## src/rtl/ex_sequencer_pkg.sv

```systemverilog
// Shared definitions for the execute-stage sequencer: instruction classes,
// FSM state encoding and default field widths.
package ex_sequencer_pkg;

    localparam int DEF_OP_W   = 5;
    localparam int DEF_FLAG_W = 5;
    localparam int DEF_COND_W = 3;

    typedef enum logic [2:0] {
        CLS_NOP      = 3'd0,
        CLS_ALU_REG  = 3'd1,
        CLS_ALU_IMM  = 3'd2,
        CLS_LOAD     = 3'd3,
        CLS_STORE    = 3'd4,
        CLS_JUMP_REG = 3'd5,
        CLS_BRANCH   = 3'd6,
        CLS_HALT     = 3'd7
    } inst_class_e;

    typedef enum logic [2:0] {
        ST_IDLE  = 3'd0,
        ST_EXEC  = 3'd1,
        ST_MEM   = 3'd2,
        ST_WB    = 3'd3,
        ST_PCUPD = 3'd4,
        ST_HALT  = 3'd5
    } state_e;

    // ALU op that passes operand A straight through (address pass-through).
    localparam logic [DEF_OP_W-1:0] ALU_OP_PASS = '0;

    function automatic logic is_alu_class(input inst_class_e cls);
        return (cls == CLS_ALU_REG) || (cls == CLS_ALU_IMM);
    endfunction

endpackage

```

## src/rtl/ex_ctrl_decode.sv

```systemverilog
// Combinational map from sequencer state and latched instruction fields to
// every EX control input and core strobe.
module ex_ctrl_decode
    import ex_sequencer_pkg::*;
#(
    parameter int OP_W   = DEF_OP_W,
    parameter int FLAG_W = DEF_FLAG_W,
    parameter int COND_W = DEF_COND_W
) (
    input  state_e              state,
    input  inst_class_e         cls,
    input  logic [OP_W-1:0]     alu_op,
    input  logic [FLAG_W-1:0]   flag_mask,
    input  logic [COND_W-1:0]   cond,
    input  logic                tf,
    input  logic                taken,
    output logic [OP_W-1:0]     ula_op,
    output logic                mux_ext,
    output logic                mux_pc,
    output logic [FLAG_W-1:0]   flag_update,
    output logic [COND_W-1:0]   cond_jump,
    output logic                jump_tf,
    output logic                mem_we,
    output logic                reg_write,
    output logic                wb_sel,
    output logic                pc_write,
    output logic                pc_inc,
    output logic                halted
);

    logic busy;

    always_comb begin
        ula_op      = OP_W'(ALU_OP_PASS);
        mux_ext     = 1'b0;
        mux_pc      = 1'b0;
        flag_update = '0;
        cond_jump   = '0;
        jump_tf     = 1'b0;
        mem_we      = 1'b0;
        reg_write   = 1'b0;
        wb_sel      = 1'b0;
        pc_write    = 1'b0;
        pc_inc      = 1'b0;
        halted      = (state == ST_HALT);
        busy        = (state == ST_EXEC) || (state == ST_MEM) ||
                      (state == ST_WB)   || (state == ST_PCUPD);

        // Datapath selects stay stable for the whole instruction so the ALU
        // result is still valid when it is consumed in MEM/WB/PCUPD.
        if (busy && (cls != CLS_NOP) && (cls != CLS_HALT)) begin
            ula_op  = alu_op;
            mux_ext = (cls == CLS_ALU_IMM) || (cls == CLS_BRANCH);
            mux_pc  = (cls == CLS_BRANCH);
        end

        case (state)
            ST_EXEC: begin
                if (is_alu_class(cls)) begin
                    flag_update = flag_mask;
                end
                if (cls == CLS_BRANCH) begin
                    cond_jump = cond;
                    jump_tf   = tf;
                end
            end
            ST_MEM: begin
                if (cls == CLS_STORE) begin
                    mem_we = 1'b1;
                    pc_inc = 1'b1;
                end
            end
            ST_WB: begin
                reg_write = 1'b1;
                wb_sel    = (cls == CLS_LOAD);
                pc_inc    = 1'b1;
            end
            ST_PCUPD: begin
                if (cls == CLS_BRANCH) begin
                    pc_write = taken;
                    pc_inc   = !taken;
                end else if (cls == CLS_JUMP_REG) begin
                    pc_write = 1'b1;
                end else begin
                    pc_inc = 1'b1;
                end
            end
            default: ;
        endcase
    end

endmodule

```

## src/rtl/ex_sequencer.sv

```systemverilog
// Multi-cycle execute-stage sequencer: accepts one decoded instruction per
// handshake, latches it, and walks it through EXEC/MEM/WB/PCUPD.
module ex_sequencer
    import ex_sequencer_pkg::*;
#(
    parameter int OP_W   = DEF_OP_W,
    parameter int FLAG_W = DEF_FLAG_W,
    parameter int COND_W = DEF_COND_W
) (
    input  logic              clock,
    input  logic              reset_n,
    input  logic              inst_valid,
    output logic              inst_ready,
    input  logic [2:0]        inst_class,
    input  logic [OP_W-1:0]   inst_alu_op,
    input  logic [FLAG_W-1:0] inst_flag_mask,
    input  logic [COND_W-1:0] inst_cond,
    input  logic              inst_tf,
    input  logic              hab_jump,
    output logic [OP_W-1:0]   ULA_OP,
    output logic              controleMuxExtensor,
    output logic              controleMuxPC,
    output logic [FLAG_W-1:0] atualizaFlag,
    output logic [COND_W-1:0] condicaoJump,
    output logic              Jump_True_False,
    output logic              Hab_EscritaMemoria,
    output logic              reg_write,
    output logic              wb_sel,
    output logic              pc_write,
    output logic              pc_inc,
    output logic              halted
);

    state_e              state_q, state_d;
    inst_class_e         cls_q, cls_d;
    logic [OP_W-1:0]     op_q, op_d;
    logic [FLAG_W-1:0]   mask_q, mask_d;
    logic [COND_W-1:0]   cond_q, cond_d;
    logic                tf_q, tf_d;
    logic                taken_q, taken_d;
    logic                accept;
    inst_class_e         in_cls;

    // Gated by reset_n so every output reads 0 while reset is held.
    assign inst_ready = (state_q == ST_IDLE) && reset_n;
    assign accept     = inst_valid && inst_ready;
    assign in_cls     = inst_class_e'(inst_class);

    always_comb begin
        state_d = state_q;
        cls_d   = cls_q;
        op_d    = op_q;
        mask_d  = mask_q;
        cond_d  = cond_q;
        tf_d    = tf_q;
        taken_d = taken_q;

        case (state_q)
            ST_IDLE: begin
                if (accept) begin
                    cls_d   = in_cls;
                    op_d    = inst_alu_op;
                    mask_d  = inst_flag_mask;
                    cond_d  = inst_cond;
                    tf_d    = inst_tf;
                    taken_d = 1'b0;
                    case (in_cls)
                        CLS_NOP:  state_d = ST_PCUPD;
                        CLS_HALT: state_d = ST_HALT;
                        default:  state_d = ST_EXEC;
                    endcase
                end
            end
            ST_EXEC: begin
                // Flag tester result is only meaningful at the end of a branch's EXEC.
                if (cls_q == CLS_BRANCH) begin
                    taken_d = hab_jump;
                end
                case (cls_q)
                    CLS_ALU_REG, CLS_ALU_IMM:  state_d = ST_WB;
                    CLS_LOAD, CLS_STORE:       state_d = ST_MEM;
                    CLS_JUMP_REG, CLS_BRANCH:  state_d = ST_PCUPD;
                    default:                   state_d = ST_IDLE;
                endcase
            end
            ST_MEM:   state_d = (cls_q == CLS_LOAD) ? ST_WB : ST_IDLE;
            ST_WB:    state_d = ST_IDLE;
            ST_PCUPD: state_d = ST_IDLE;
            ST_HALT:  state_d = ST_HALT;
            default:  state_d = ST_IDLE;
        endcase
    end

    always_ff @(posedge clock or negedge reset_n) begin
        if (!reset_n) begin
            state_q <= ST_IDLE;
            cls_q   <= CLS_NOP;
            op_q    <= '0;
            mask_q  <= '0;
            cond_q  <= '0;
            tf_q    <= 1'b0;
            taken_q <= 1'b0;
        end else begin
            state_q <= state_d;
            cls_q   <= cls_d;
            op_q    <= op_d;
            mask_q  <= mask_d;
            cond_q  <= cond_d;
            tf_q    <= tf_d;
            taken_q <= taken_d;
        end
    end

    ex_ctrl_decode #(
        .OP_W   (OP_W),
        .FLAG_W (FLAG_W),
        .COND_W (COND_W)
    ) u_decode (
        .state       (state_q),
        .cls         (cls_q),
        .alu_op      (op_q),
        .flag_mask   (mask_q),
        .cond        (cond_q),
        .tf          (tf_q),
        .taken       (taken_q),
        .ula_op      (ULA_OP),
        .mux_ext     (controleMuxExtensor),
        .mux_pc      (controleMuxPC),
        .flag_update (atualizaFlag),
        .cond_jump   (condicaoJump),
        .jump_tf     (Jump_True_False),
        .mem_we      (Hab_EscritaMemoria),
        .reg_write   (reg_write),
        .wb_sel      (wb_sel),
        .pc_write    (pc_write),
        .pc_inc      (pc_inc),
        .halted      (halted)
    );

endmodule
```

## config.mk

```make
export PLATFORM = sky130hd
export DESIGN_NAME = ex_sequencer
export DESIGN_NICKNAME = d
export VERILOG_FILES = /design/src/rtl/ex_sequencer_pkg.sv /design/src/rtl/ex_ctrl_decode.sv /design/src/rtl/ex_sequencer.sv
export SDC_FILE = /design/constraint.sdc
export NUM_CORES = 1
export LEC_CHECK = 0
export CAP_MARGIN = 20
export CORE_AREA = 2 2 54 56
export DETAILED_ROUTE_END_ITERATION = 16
export DIE_AREA = 0 0 56 58
export HOLD_SLACK_MARGIN = 0.05
export PLACE_DENSITY_LB_ADDON = 0.1
export SYNTH_ARGS = -nofsm -noshare
export SYNTH_HDL_FRONTEND = slang
export SYNTH_SLANG_ARGS = --single-unit
```

## constraint.sdc

```tcl
create_clock -name clock -period 3.7 [get_ports clock]
set_input_delay 0.555 -clock clock [delete_from_list [all_inputs] [get_ports clock]]
set_output_delay 0.555 -clock clock [all_outputs]
set_load 0.005 [all_outputs]
```

[Word-level counts from Yosys, hierarchy flattened]
Index checks and enable logic that the tools add are counted.
Storage, ports and cells
  flip-flop bits (word level): 21
  input port bits: 21
  output and inout port bits: 23
  logic and storage cells: 68
Operators by class
  equality and inequality tests: 15
  multiplexer cells: 27
  reductions and logical operators: 19
Operator list (number)
  3-bit == test, second input constant: 6
  1-bit two-way mux: 15
  5-bit two-way mux: 3
  3-bit by 2-bit == test with 1-bit output, second input constant: 4
  3-bit case mux with 4 select lines: 1
  3-bit two-way mux: 3
  3-bit case mux with 3 select lines: 1
  3-bit by 1-bit == test with 1-bit output, second input constant: 2
  3-bit logical NOT: 2
  3-bit case mux with 2 select lines: 1
  2-bit OR reduction: 3
  1-bit logical OR: 5
  1-bit logical AND: 4
  2-bit != test, second input constant: 2
  3-bit != test, second input constant: 1
  1-bit case mux with 3 select lines: 1
  3-bit AND reduction: 1
  3-bit nonzero test: 1
  2-bit two-way mux: 1
  1-bit case mux with 2 select lines: 1
  2-bit AND reduction: 1
  2-bit nonzero test: 1
  1-bit logical NOT: 1

[Logic depth before layout (Yosys ltp)]
  depth after elaboration: 7
  mapped depth: 6
  depth with buffers taken out: 4

[Cells and area by module]
Synthesis repeated with hierarchy kept, for this count alone.
Unflattened totals
  cell total of the unflattened synthesis: 113
  area, all modules: 1293.7 µm²
Modules (own cells, without submodules)
  ex_sequencer: instances 1, cells each 71, area an instance 1007.2 µm², seq. area each 525.5 µm²
  ex_ctrl_decode: instances 1, cells each 42, area an instance 286.5 µm², seq. area each 0.0 µm²

[Worst setup path after synthesis]
Ideal clock, no wire load.
  path type: reg-to-output
  start point: reg state_q[2]
  end point: out ULA_OP[0]
  data arrival time: 1.224 ns
  path slack: 1.921 ns
  cell stages (with the launch flop): 5
  cell sequence: dfrtp_1 > clkbuf_1 > xor2_1 > a211oi_1 > and2_1
On the way
  cells in the longest elaborated chain, start to end: 7
  elaborated cells between the ends (all ways): 10
Ends and longest elaborated chain
  from (decl): RTL line ex_sequencer.sv:34  | state_e state_q, state_d;
  from (signal assigned): RTL line ex_sequencer.sv:104  | state_q <= state_d;
  3-bit by 1-bit == test with 1-bit output / 3-bit by 2-bit == test with 1-bit output (equally long branches): RTL line ex_ctrl_decode.sv:46  | busy = (state == ST_EXEC) || (state == ST_MEM) ||
  1-bit logical OR (2 in series): RTL line ex_ctrl_decode.sv:46
  1-bit logical OR (*): RTL line ex_ctrl_decode.sv:47  | (state == ST_WB) || (state == ST_PCUPD);
  1-bit logical AND (*) (2 in series): RTL line ex_ctrl_decode.sv:51  | if (busy && (cls != CLS_NOP) && (cls != CLS_HALT)) begin
  5-bit two-way mux (*): RTL line ex_ctrl_decode.sv:51
  to (decl): RTL line ex_sequencer.sv:20  | output logic [OP_W-1:0] ULA_OP,
Mark *: on every way between the ends. The rest lies on a longest branch, timed or not.

[Final worst setup path]
  start point: reg state_q[1]
  end point: out atualizaFlag[4]
On the way
  cells in the longest elaborated chain, start to end: 2
Ends and longest elaborated chain
  3-bit by 1-bit == test with 1-bit output: RTL line ex_ctrl_decode.sv:57  | case (state)
  5-bit two-way mux: RTL line ex_ctrl_decode.sv:57
  to (decl): RTL line ex_sequencer.sv:23  | output logic [FLAG_W-1:0] atualizaFlag,
No other way between the ends.

==> impl_metrics.py <==
metrics = {
    "drt": {
        "drcViolationCount": 0,
        "wire_per_inst_um": 13.97,
        "wirelength_um": 2557,
        "via_count": 951,
        "viasPerCell": 5.197,
        "firstDrtPassIters": 4,
        "first_iter_violations": 18,
        "ant_nets": 0,
    },
    "synthesis": {
        "synth-seq-cells": 21,
        "yosysTopAreaCell": "dfrtp_1",
        "synth_xor_area_share_pct": 1.423,
        "synth-simple-area-share_pct": 25.61,
        "syn_avg_cell_area_um2": 11.09,
        "synth_warnings": 0,
        "synth_compound_area_share_pct": 5.081,
        "mappedNetlistNets": 132,
        "synth_area_um2": 1231,
        "synth.area.top_cells": "dfrtp_1 43%, mux2_4 21%, and2_1 8.6%, buf_6 2.7%, nor2b_1 2.5%",
        "ys_types": 27,
        "synth_top_family_by_area": "simple AND/OR/NAND/NOR gates",
        "ys_seq_area_share_pct": 42.68,
        "synthMuxAreaShare_pct": 20.73,
        "synthAdderAreaFrac_pct": 0,
        "syn_inst": 111,
        "synth_top_area_share_pct": 42.68,
    },
    "finish": {
        "final_nets": 174,
        "diodes": 0,
        "synthToLayoutAreaGrowth_pct": 36.79,
        "drive_gt1_share_pct": 15.79,
    },
    "timing": {
        "fmax_mhz": 350.9,
        "rsz0062_at_grt": "no",
        "setup_violations": 0,
        "worstMarginPinSlew_ns": 0.6290,
        "slew_headroom_pct": 57.92,
        "fin_crit_ns": 2.850,
        "fin_setup_tns_ns": 0,
        "fin_crit_sh_pct": 77.02,
        "hold_viol": 0,
        "finClkSkew_ns": 0.005997,
        "hold_slack_ns": 0.5134,
        "drv_slew": 0,
    },
    "global_routing": {
        "grt_pass1_vias": 920,
        "track_usage_pct": 16.03,
        "antenna_found_initial": 0,
        "grt_max_degree": 22,
        "globalRoute.totalOverflow": 0,
        "grt_pass1_wl_um": 4140,
    },
    "critical_path": {
        "critPathKind": "reg -> out",
        "crit_fanout": 8,
        "cp-start-kind": "register",
        "path_buf_inv": 1,
        "cp.arrival_ns": 2.29,
        "cp_cell_sequence": "nand2b_1 -> nor4_1 -> and2_1 -> clkdlybuf4s50_1",
        "crit_path_top_delay_cell": "nor4_1",
        "critPathMaxStageDelay_ns": 0.55,
        "cp.required_ns": 3.14,
        "cpLargestDelayFamily": "simple AND/OR/NAND/NOR gates",
        "end_kind": "output pin",
    },
    "placed_design": {
        "gp_congestion": 0.8299,
        "dp_hpwl_um": 1914,
        "io_buffers": 43,
    },
    "cts": {
        "clk_path_buf_depth": 2,
        "cts_resized": 0,
        "clkTransAtPathRegs_ns": 0.12,
        "clk_latency_ns": 0.30,
        "cts_setup_buffers": 0,
        "root_buffer": "clkbuf_4",
        "cts_tree": "done",
        "htreeDepth": 1,
        "cts_hold_buf": 0,
        "cts_buffers": 3,
        "cts_sinks": 21,
    },
    "pwr": {
        "p_leak_nw": 0.7611,
        "peakVddDrop_mv": 0.1977,
        "total_power_mw": 0.4001,
        "p_per_area_nw_per_um2": 237.6,
    },
    "die": {
        "die_w_um": 56,
        "die_h_um": 58,
        "initial_core_util_pct": 46.24,
        "die_area_um2": 3248,
        "io_pins": 44,
        "coreArea_um2": 2663,
        "rows": 19,
    },
    "outcome": {
        "status": "finished clean",
    },
    "job": {
        "max_cap_viol_count": 0,
    },
    "min_path": {
        "hold_path.class": "reg -> reg",
    },
}
kinds of logic (layout without fill, tap and decap cells):
kind of cell / after synthesis / count (layout)
simple gates: 52 / 52
flops: 21 / 21
buf+inv: 8 / 49
compound gates: 11 / 11
xor+xnor: 2 / 2
mux: 17 / 17
synthesized netlist by cell type:
| cell type | instances |
|---|---|
| nand2_1 | 4 |
| a211oi_1 | 1 |
| o22ai_1 | 2 |
| nand4_1 | 1 |
| and3_1 | 3 |
| dfrtp_1 | 21 |
| nor2b_1 | 5 |
| o21ai_0 | 3 |
| xnor2_1 | 1 |
| nor4b_4 | 1 |
| nor4_1 | 2 |
| nor3b_1 | 2 |
| o211ai_1 | 1 |
| and2_1 | 17 |
| buf_6 | 3 |
| mux2_4 | 17 |
| nor2_1 | 6 |
| clkbuf_1 | 2 |
| inv_1 | 1 |
| nor3_1 | 4 |
| nand3_1 | 1 |
| nand3b_1 | 1 |
| a21oi_1 | 4 |
| buf_2 | 2 |
| nand2_2 | 1 |
| xor2_1 | 1 |
| nand2b_1 | 4 |
layer usage:
metal  track usage [%]  up-vias  wire (um)
met5                 0        -          0
met4             6.122        0         29
met3             2.902        4        119
met2             27.39       26       1292
met1             20.40      462       1115
li1                  -      459          -
flip-flops by register name (all words and copies together) (netlist names):
name / flops
tf_q: 1
taken_q: 1
cond_q: 3
state_q: 3
cls_q: 3
op_q: 5
mask_q: 5
worst reg2reg max path, delay by kind of cell, from the launching register on:
kind / cells / cell delay (ns)
and+or+nand+nor: 2 / 0.92
DFF: 1 / 0.50
muxes: 1 / 0.44
final cells by class:
cell class / instances / area (um^2)
multi-input combinational: 82 / 650.6
clock buffer: 3 / 22.52
inverter: 1 / 3.754
tap: 31 / 38.79
sequential: 21 / 525.5
clock inverter: 1 / 5.005
fill: 219 / 978.4
timing repair buffer: 44 / 437.9
path summary, 6_finish.rpt:
path | start | end | slack, ns | cells past startpoint
min | mask_q[4] | mask_q[4] | 0.51 | 1
min reg2reg | mask_q[4] | mask_q[4] | 0.51 | 1
max | state_q[1] | atualizaFlag[4] | 0.85 | 4
max reg2reg | state_q[0] | mask_q[2] | 1.73 | 3
min in group asynchronous | reset_n | state_q[1] | 0.61 | 2
max in group asynchronous | reset_n | op_q[4] | 2.87 | 2
cell usage in the layout, fill, tap and decap left out, types with 2 or more instances in the layout:
cell / synthesis / final
clkdlybuf4s50_1: 0 / 43
dfrtp_1: 21 / 21
and2_1: 17 / 17
mux2_4: 17 / 17
nor2_1: 6 / 6
nor2b_1: 5 / 5
nand2b_1: 4 / 4
nand2_1: 4 / 4
nor3_1: 4 / 4
a21oi_1: 4 / 4
and3_1: 3 / 3
o21ai_0: 3 / 3
clkbuf_4: 0 / 3
o22ai_1: 2 / 2
nor3b_1: 2 / 2
nor4_1: 2 / 2
per-stage QoR:
step                setup WS, ns  area, um^2  utilization, %  instances
CTS                       0.8089        1684           63.25        183
floorplan                  1.921        1231               -        111
finish                    0.8504        1684           63.25        183
global route              0.7151        1684           63.25        183
detailed placement         1.165        1657           62.22        179
global placement           1.166        1657           62.22        179
power by group:
group / internal, mW / switching [mW] / total, mW
Combinational: 0.0322 / 0.0138 / 0.0460
Clock: 0.0403 / 0.0707 / 0.111
Sequential: 0.236 / 0.00665 / 0.243
Total: 0.309 / 0.0912 / 0.400
Note: power is estimated with default switching activity, not from simulation.
==> variant 1 (same settings) <==
Put a register stage on the output `atualizaFlag`. The value now appears one clock later. The other outputs are not delayed to match.
--- a/src/rtl/ex_sequencer.sv
+++ b/src/rtl/ex_sequencer.sv
@@ -32,2 +32,4 @@
 );
+
+    logic [FLAG_W-1:0] atualizaFlag_d;
 
@@ -128,3 +130,3 @@
         .mux_pc      (controleMuxPC),
-        .flag_update (atualizaFlag),
+        .flag_update (atualizaFlag_d),
         .cond_jump   (condicaoJump),
@@ -139,2 +141,6 @@
 
+    always_ff @(posedge clock) begin
+        atualizaFlag <= atualizaFlag_d;
+    end
+
 endmodule
Formal check against the unedited RTL: not equivalent (a bounded check fails within 4 cycles, from zero or initial values and one cycle with reset_n low).
==> variant 1 against the unedited design <==
  * Cell area up 6.8%
  * Worst setup slack worse by 5.6 ps
  * Area after synthesis grew 6.7%
  * Routed wire length rose by 4.1%
  * Sequential cell count increased by 5
  * Final cell count is 2.2% higher
  * Sequential share of layout area is 3.6 points higher
  * Global-route usage is 1.3 points higher
  * Via count is 2.8% higher
Power is left out: it rests on default switching activity, and per cell area and clock period it moved more than threefold.
==> variant 1: results <==
export IMPL_number_of_buffers_added_by_the_clock_tree_synthesis_step=3
export IMPL_drive_above_1_share=0.1603
export IMPL_synth_seq_area_share=0.4762
export IMPL_critPathMaxFanout=12
export IMPL_ys_warnings_count=0
export IMPL_routabilityCongestion=0.7541
export IMPL_end_of_the_critical_path="ULA_OP[3]"
export IMPL_timing_max_slew_rel_slack=0.6718
export IMPL_ys_top_cells_by_area="dfrtp_1, mux2_4, mux2_2, dfxtp_1, and2_1"
export IMPL_cts_root_buffer="clkbuf_4"
export IMPL_startpoint_of_the_worst_setup_timing_path="state_q[0]$_DFFE_PN0P_"
export IMPL_post_cts_resized_instances=0
export IMPL_critPathCaptureType="output port"
export IMPL_synth_top_area_frac=0.4000
export IMPL_drtPass1Iterations=4
export IMPL_timing_fmax_mhz=350.2
export IMPL_numPlacedInstances=183
export IMPL_ctsLongestPathBuffers=2
export IMPL_crit_reg2reg_capture="taken_q$_DFFE_PN0P_"
export IMPL_worst_endpoint_arrival_ps=2300
export IMPL_starting_drc_count_in_detailed_routing=10
export IMPL_synthCells=115
export IMPL_yosysUniqueCellTypes=25
export IMPL_antenna_found_initial=0
export IMPL_worst_setup_hold_path_clk_slew_ps=140
export IMPL_timing_reg2reg_setup_slack_ps=1850
export IMPL_holdPathStages=1
export IMPL_r2r_worst_path_cells=4
export IMPL_grt_pass1_wl_um=4374
export IMPL_synth_async_reset_ratio=0.8077
export IMPL_skew_ps=1.188
export IMPL_hold_class="flip-flop to flip-flop"
export IMPL_detailedPlacementHpwl_um=1909
export IMPL_grt_start_max_net_pins=23
export IMPL_cts_setup_buffers=0
export IMPL_reg_top3="atualizaFlag: 5 flops, mask_q: 5 flops, op_q: 5 flops"
export IMPL_ys_top_cells_by_count="dfrtp_1, and2_1, mux2_2, mux2_4"
export IMPL_port_buffers=43
export IMPL_routedWlPerCell_um=14.23
export IMPL_grt_pass1_vias=964
export IMPL_status="finished, final reports clean"
export IMPL_holdCritStartpoint="mask_q[2]$_DFFE_PN0P_"
export IMPL_worst_path_max_delay_cell="dfrtp_1"
export IMPL_htree_num_levels=1
export IMPL_fin_cells=187
export IMPL_global_route_usage_total=0.1729
export IMPL_dp_worst_setup_slack_ps=1225
export IMPL_net_count_synth=136
export IMPL_critical_path_max_stage_delay_ps=580
export IMPL_worst_skew_pair_late_latency_ps=320
export IMPL_vias_after_detailed_routing=978
export IMPL_timing_rr_start="state_q[2]$_DFFE_PN0P_"
==> variant 1: cell types whose count changed after synthesis, moves of 3 or more <==
cell,delta
o21ai_0,-3
dfxtp_1,+5
mux2_4,-8
mux2_2,+9
nor3b_1,+4
==> variant 1: cell type report <==
class	instances	area, um^2
clock buffer	3	22.52
clock inverter	1	30.03
fill	230	864.6
inverter	2	7.507
multi-input combinational	80	635.6
sequential	26	625.6
tap	31	38.79
timing repair buffer	44	437.9
==> variant 1: cells by family (layout without fill, tap and decap cells) <==
family / count (synthesis) / in the layout / share of synthesized area
buffers and inverters: 9 / 50 / 0.04000
and+or+nand+nor: 50 / 50 / 0.2390
DFF: 26 / 26 / 0.4762
muxes: 18 / 18 / 0.1800
xor gates and xnor gates: 2 / 2 / 0.01334
AOI/OAI and AO/OA: 10 / 10 / 0.05143
==> variant 1: how the worst min path moves through the flow <==
stage / end / slack (ps)
after floorplan: cls_q[0]$_DFFE_PN0P_ / 260
after global placement: atualizaFlag[2]$_SDFF_PN0_ / 450
after detailed placement: atualizaFlag[2]$_SDFF_PN0_ / 450
after CTS: atualizaFlag[2]$_SDFF_PN0_ / 490
after global routing: atualizaFlag[0]$_SDFF_PN0_ / 510
final: atualizaFlag[2]$_SDFF_PN0_ / 480
==> variant 1: worst max-delay path: cells and delay by family, from the launching register on <==
family | cells | cell delay, ps
xor+xnor | 1 | 180
buf+inv | 1 | 500
simple gates | 3 | 720
flops | 1 | 580
==> variant 1: metal layers <==
metal / vias up / GRT usage / part of all wire
li1: 480 / - / -
met5: - / 0 / 0
met4: 0 / 0.05102 / 0.010
met3: 4 / 0.04018 / 0.053
met2: 30 / 0.3042 / 0.51
met1: 464 / 0.2133 / 0.43
==> variant 1: through the flow <==
stage,util,area [um^2],hold slack (ps)
final,0.6753,1798,481.2
after global routing,0.6753,1798,510.6
after CTS,0.6753,1798,487.0
after detailed placement,0.6555,1745,453.2
after global placement,0.6555,1745,449.1
after floorplan,-,1314,259.4
==> variant 2 (config.mk and constraints unchanged) <==
Without the edit above. Change the package constant `DEF_OP_W` from 5 to 10.
--- a/src/rtl/ex_sequencer_pkg.sv
+++ b/src/rtl/ex_sequencer_pkg.sv
@@ -4,3 +4,3 @@
 
-    localparam int DEF_OP_W   = 5;
+    localparam int DEF_OP_W   = 10;
     localparam int DEF_FLAG_W = 5;
Interface: changed (resized ULA_OP and inst_alu_op); port bits go from 44 to 54. No check against the original RTL was run, so the function may have changed too.
==> variant 2 against the unedited design <==
  * Maximum frequency is 1.8% lower
  * Sequential power is 24% higher
  * Worst setup slack worse by 51 ps
  * Sequential cell count is 5 higher
  * Critical endpoint is now ULA_OP[2]
  * Critical path depth is 1 higher
  * Sequential share of layout area is 1.1 points higher
  * Die area stayed put
  * Area after synthesis is 18% higher
  * Power is 25% higher
  * Cell area is 20% higher
  * Routed wire length is 13% higher
==> variant 2: results <==
export IMPL_status="finished, final reports clean"
export IMPL_cts_root_buffer="clkbuf_4"
export IMPL_synth_async_reset_ratio=1.000
export IMPL_starting_drc_count_in_detailed_routing=33
export IMPL_detailed_place_area_um2=1979
export IMPL_ys_top_cells_by_count="dfrtp_1, and2_1, mux2_4"
export IMPL_yosysUniqueCellTypes=28
export IMPL_drt_vias_per_instance=5.274
export IMPL_design_final_nets=204
export IMPL_post_cts_resized_instances=0
export IMPL_power_ir_vdd_worst_mv=0.2869
export IMPL_drtPass1Iterations=4
export IMPL_critPathMaxFanout=10
export IMPL_global_route_usage_total=0.1940
export IMPL_routabilityCongestion=0.7130
export IMPL_ys_top_cells_by_area="dfrtp_1, mux2_4, and2_1, mux2_2, buf_6"
export IMPL_worst_endpoint_arrival_ps=2350
export IMPL_routedWlPerCell_um=13.84
export IMPL_skew_ps=9.829
export IMPL_synth_seq_area_share=0.4475
export IMPL_drive_above_1_share=0.1695
export IMPL_grt_start_max_net_pins=27
export IMPL_detailedPlacementHpwl_um=2078
export IMPL_antenna_found_initial=0
export IMPL_number_of_buffers_added_by_the_clock_tree_synthesis_step=3
export IMPL_diodes=0
export IMPL_worst_skew_pair_late_latency_ps=320
export IMPL_switching_share=0.2160
export IMPL_htree_num_levels=1
export IMPL_worst_setup_hold_path_clk_slew_ps=150
export IMPL_flip_flop_cell_with_the_highest_count_after_synthesis="dfrtp_1"
export IMPL_hold_class="flip-flop to flip-flop"
export IMPL_net_count_synth=152
export IMPL_ctsLongestPathBuffers=2
export IMPL_layout_filler_cells=205
export IMPL_grt_pass1_vias=1057
export IMPL_reg_top3="op_q: 10 flops, mask_q: 5 flops"
export IMPL_port_buffers=53
export IMPL_cts_setup_buffers=0
export IMPL_ys_warnings_count=0
export IMPL_grt_pass1_wl_um=4947
export IMPL_p_leak_uw=0.0009199
export IMPL_timing_max_slew_rel_slack=0.5822
[variant 2: changes by cell type after synthesis]
cell	before	now
a211oi_1	1	0
a211oi_2	0	1
and2_1	17	22
dfrtp_1	21	26
mux2_2	0	5
nand2_2	1	0
nand2_4	0	1
[variant 2: critical path: stages, from the launching register on]
cell and delay [ps]:
dfrtp_1 500, nor2_1 220, xor2_1 120, a211oi_2 460, and2_1 210, clkdlybuf4s50_1 500
[variant 2: stage by stage]
| step | hold slack (ps) | cells | worst slack [ps] |
|---|---|---|---|
| after floorplan | 259.4 | 126 | 1897 |
| after global placement | 479.3 | 204 | 1206 |
| after detailed placement | 484.9 | 204 | 1165 |
| after CTS | 518.3 | 208 | 775.7 |
| after global routing | 523.5 | 208 | 550.8 |
| final | 517.4 | 208 | 799.4 |
[variant 2: final cells by class]
class / count / area, um^2 / share of cell area
clock buffer: 4 / 36.28 / 0.01800
multi-input combinational: 92 / 748.2 / 0.3712
tap: 31 / 38.79 / 0.01924
timing repair buffer: 54 / 538.0 / 0.2669
sequential: 26 / 650.6 / 0.3228
inverter: 1 / 3.754 / 0.001862
[variant 2: worst paths after layout]
check | from | endpoint | slack [ps] | depth (start not counted)
setup reg to reg | state_q[0]$_DFFE_PN0P_ | mask_q[3]$_DFFE_PN0P_ | 1970 | 3
max in group asynchronous | reset_n | mask_q[2]$_DFFE_PN0P_ | 2840 | 2
min in group asynchronous | reset_n | state_q[0]$_DFFE_PN0P_ | 600 | 2
hold reg to reg | op_q[1]$_DFFE_PN0P_ | op_q[1]$_DFFE_PN0P_ | 520 | 1
hold / removal | op_q[1]$_DFFE_PN0P_ | op_q[1]$_DFFE_PN0P_ | 520 | 1
setup / recovery | state_q[0]$_DFFE_PN0P_ | ULA_OP[2] | 800 | 5
[variant 2: layer usage]
| layer | up-vias | track usage | wire (um) |
|---|---|---|---|
| li1 | 535 | - | - |
| met1 | 523 | 0.2445 | 1213 |
| met2 | 37 | 0.3261 | 1414 |
| met3 | 2 | 0.06920 | 233 |
| met4 | 0 | 0.04082 | 17 |
| met5 | - | 0 | 0 |
[variant 2: cell families after synthesis]
| logic type | synth area share |
|---|---|
| compound gates | 0.04647 |
| flops | 0.4475 |
| simple gates | 0.2418 |
| buf+inv | 0.03786 |
| xor+xnor | 0.01205 |
| mux | 0.2143 |
[variant 2: power groups by stage]
| stage | combinational [uW] | clock [uW] | sequential [uW] |
|---|---|---|---|
| 2_1_floorplan | 22.0 | 0 | 302 |
| 3_3_place_gp | 53.7 | 0 | 305 |
| 3_5_place_dp | 55.3 | 0 | 306 |
| 4_1_cts | 55.6 | 152 | 301 |
| 5_1_grt | 59.7 | 159 | 302 |
| 6_report | 54.5 | 145 | 301 |
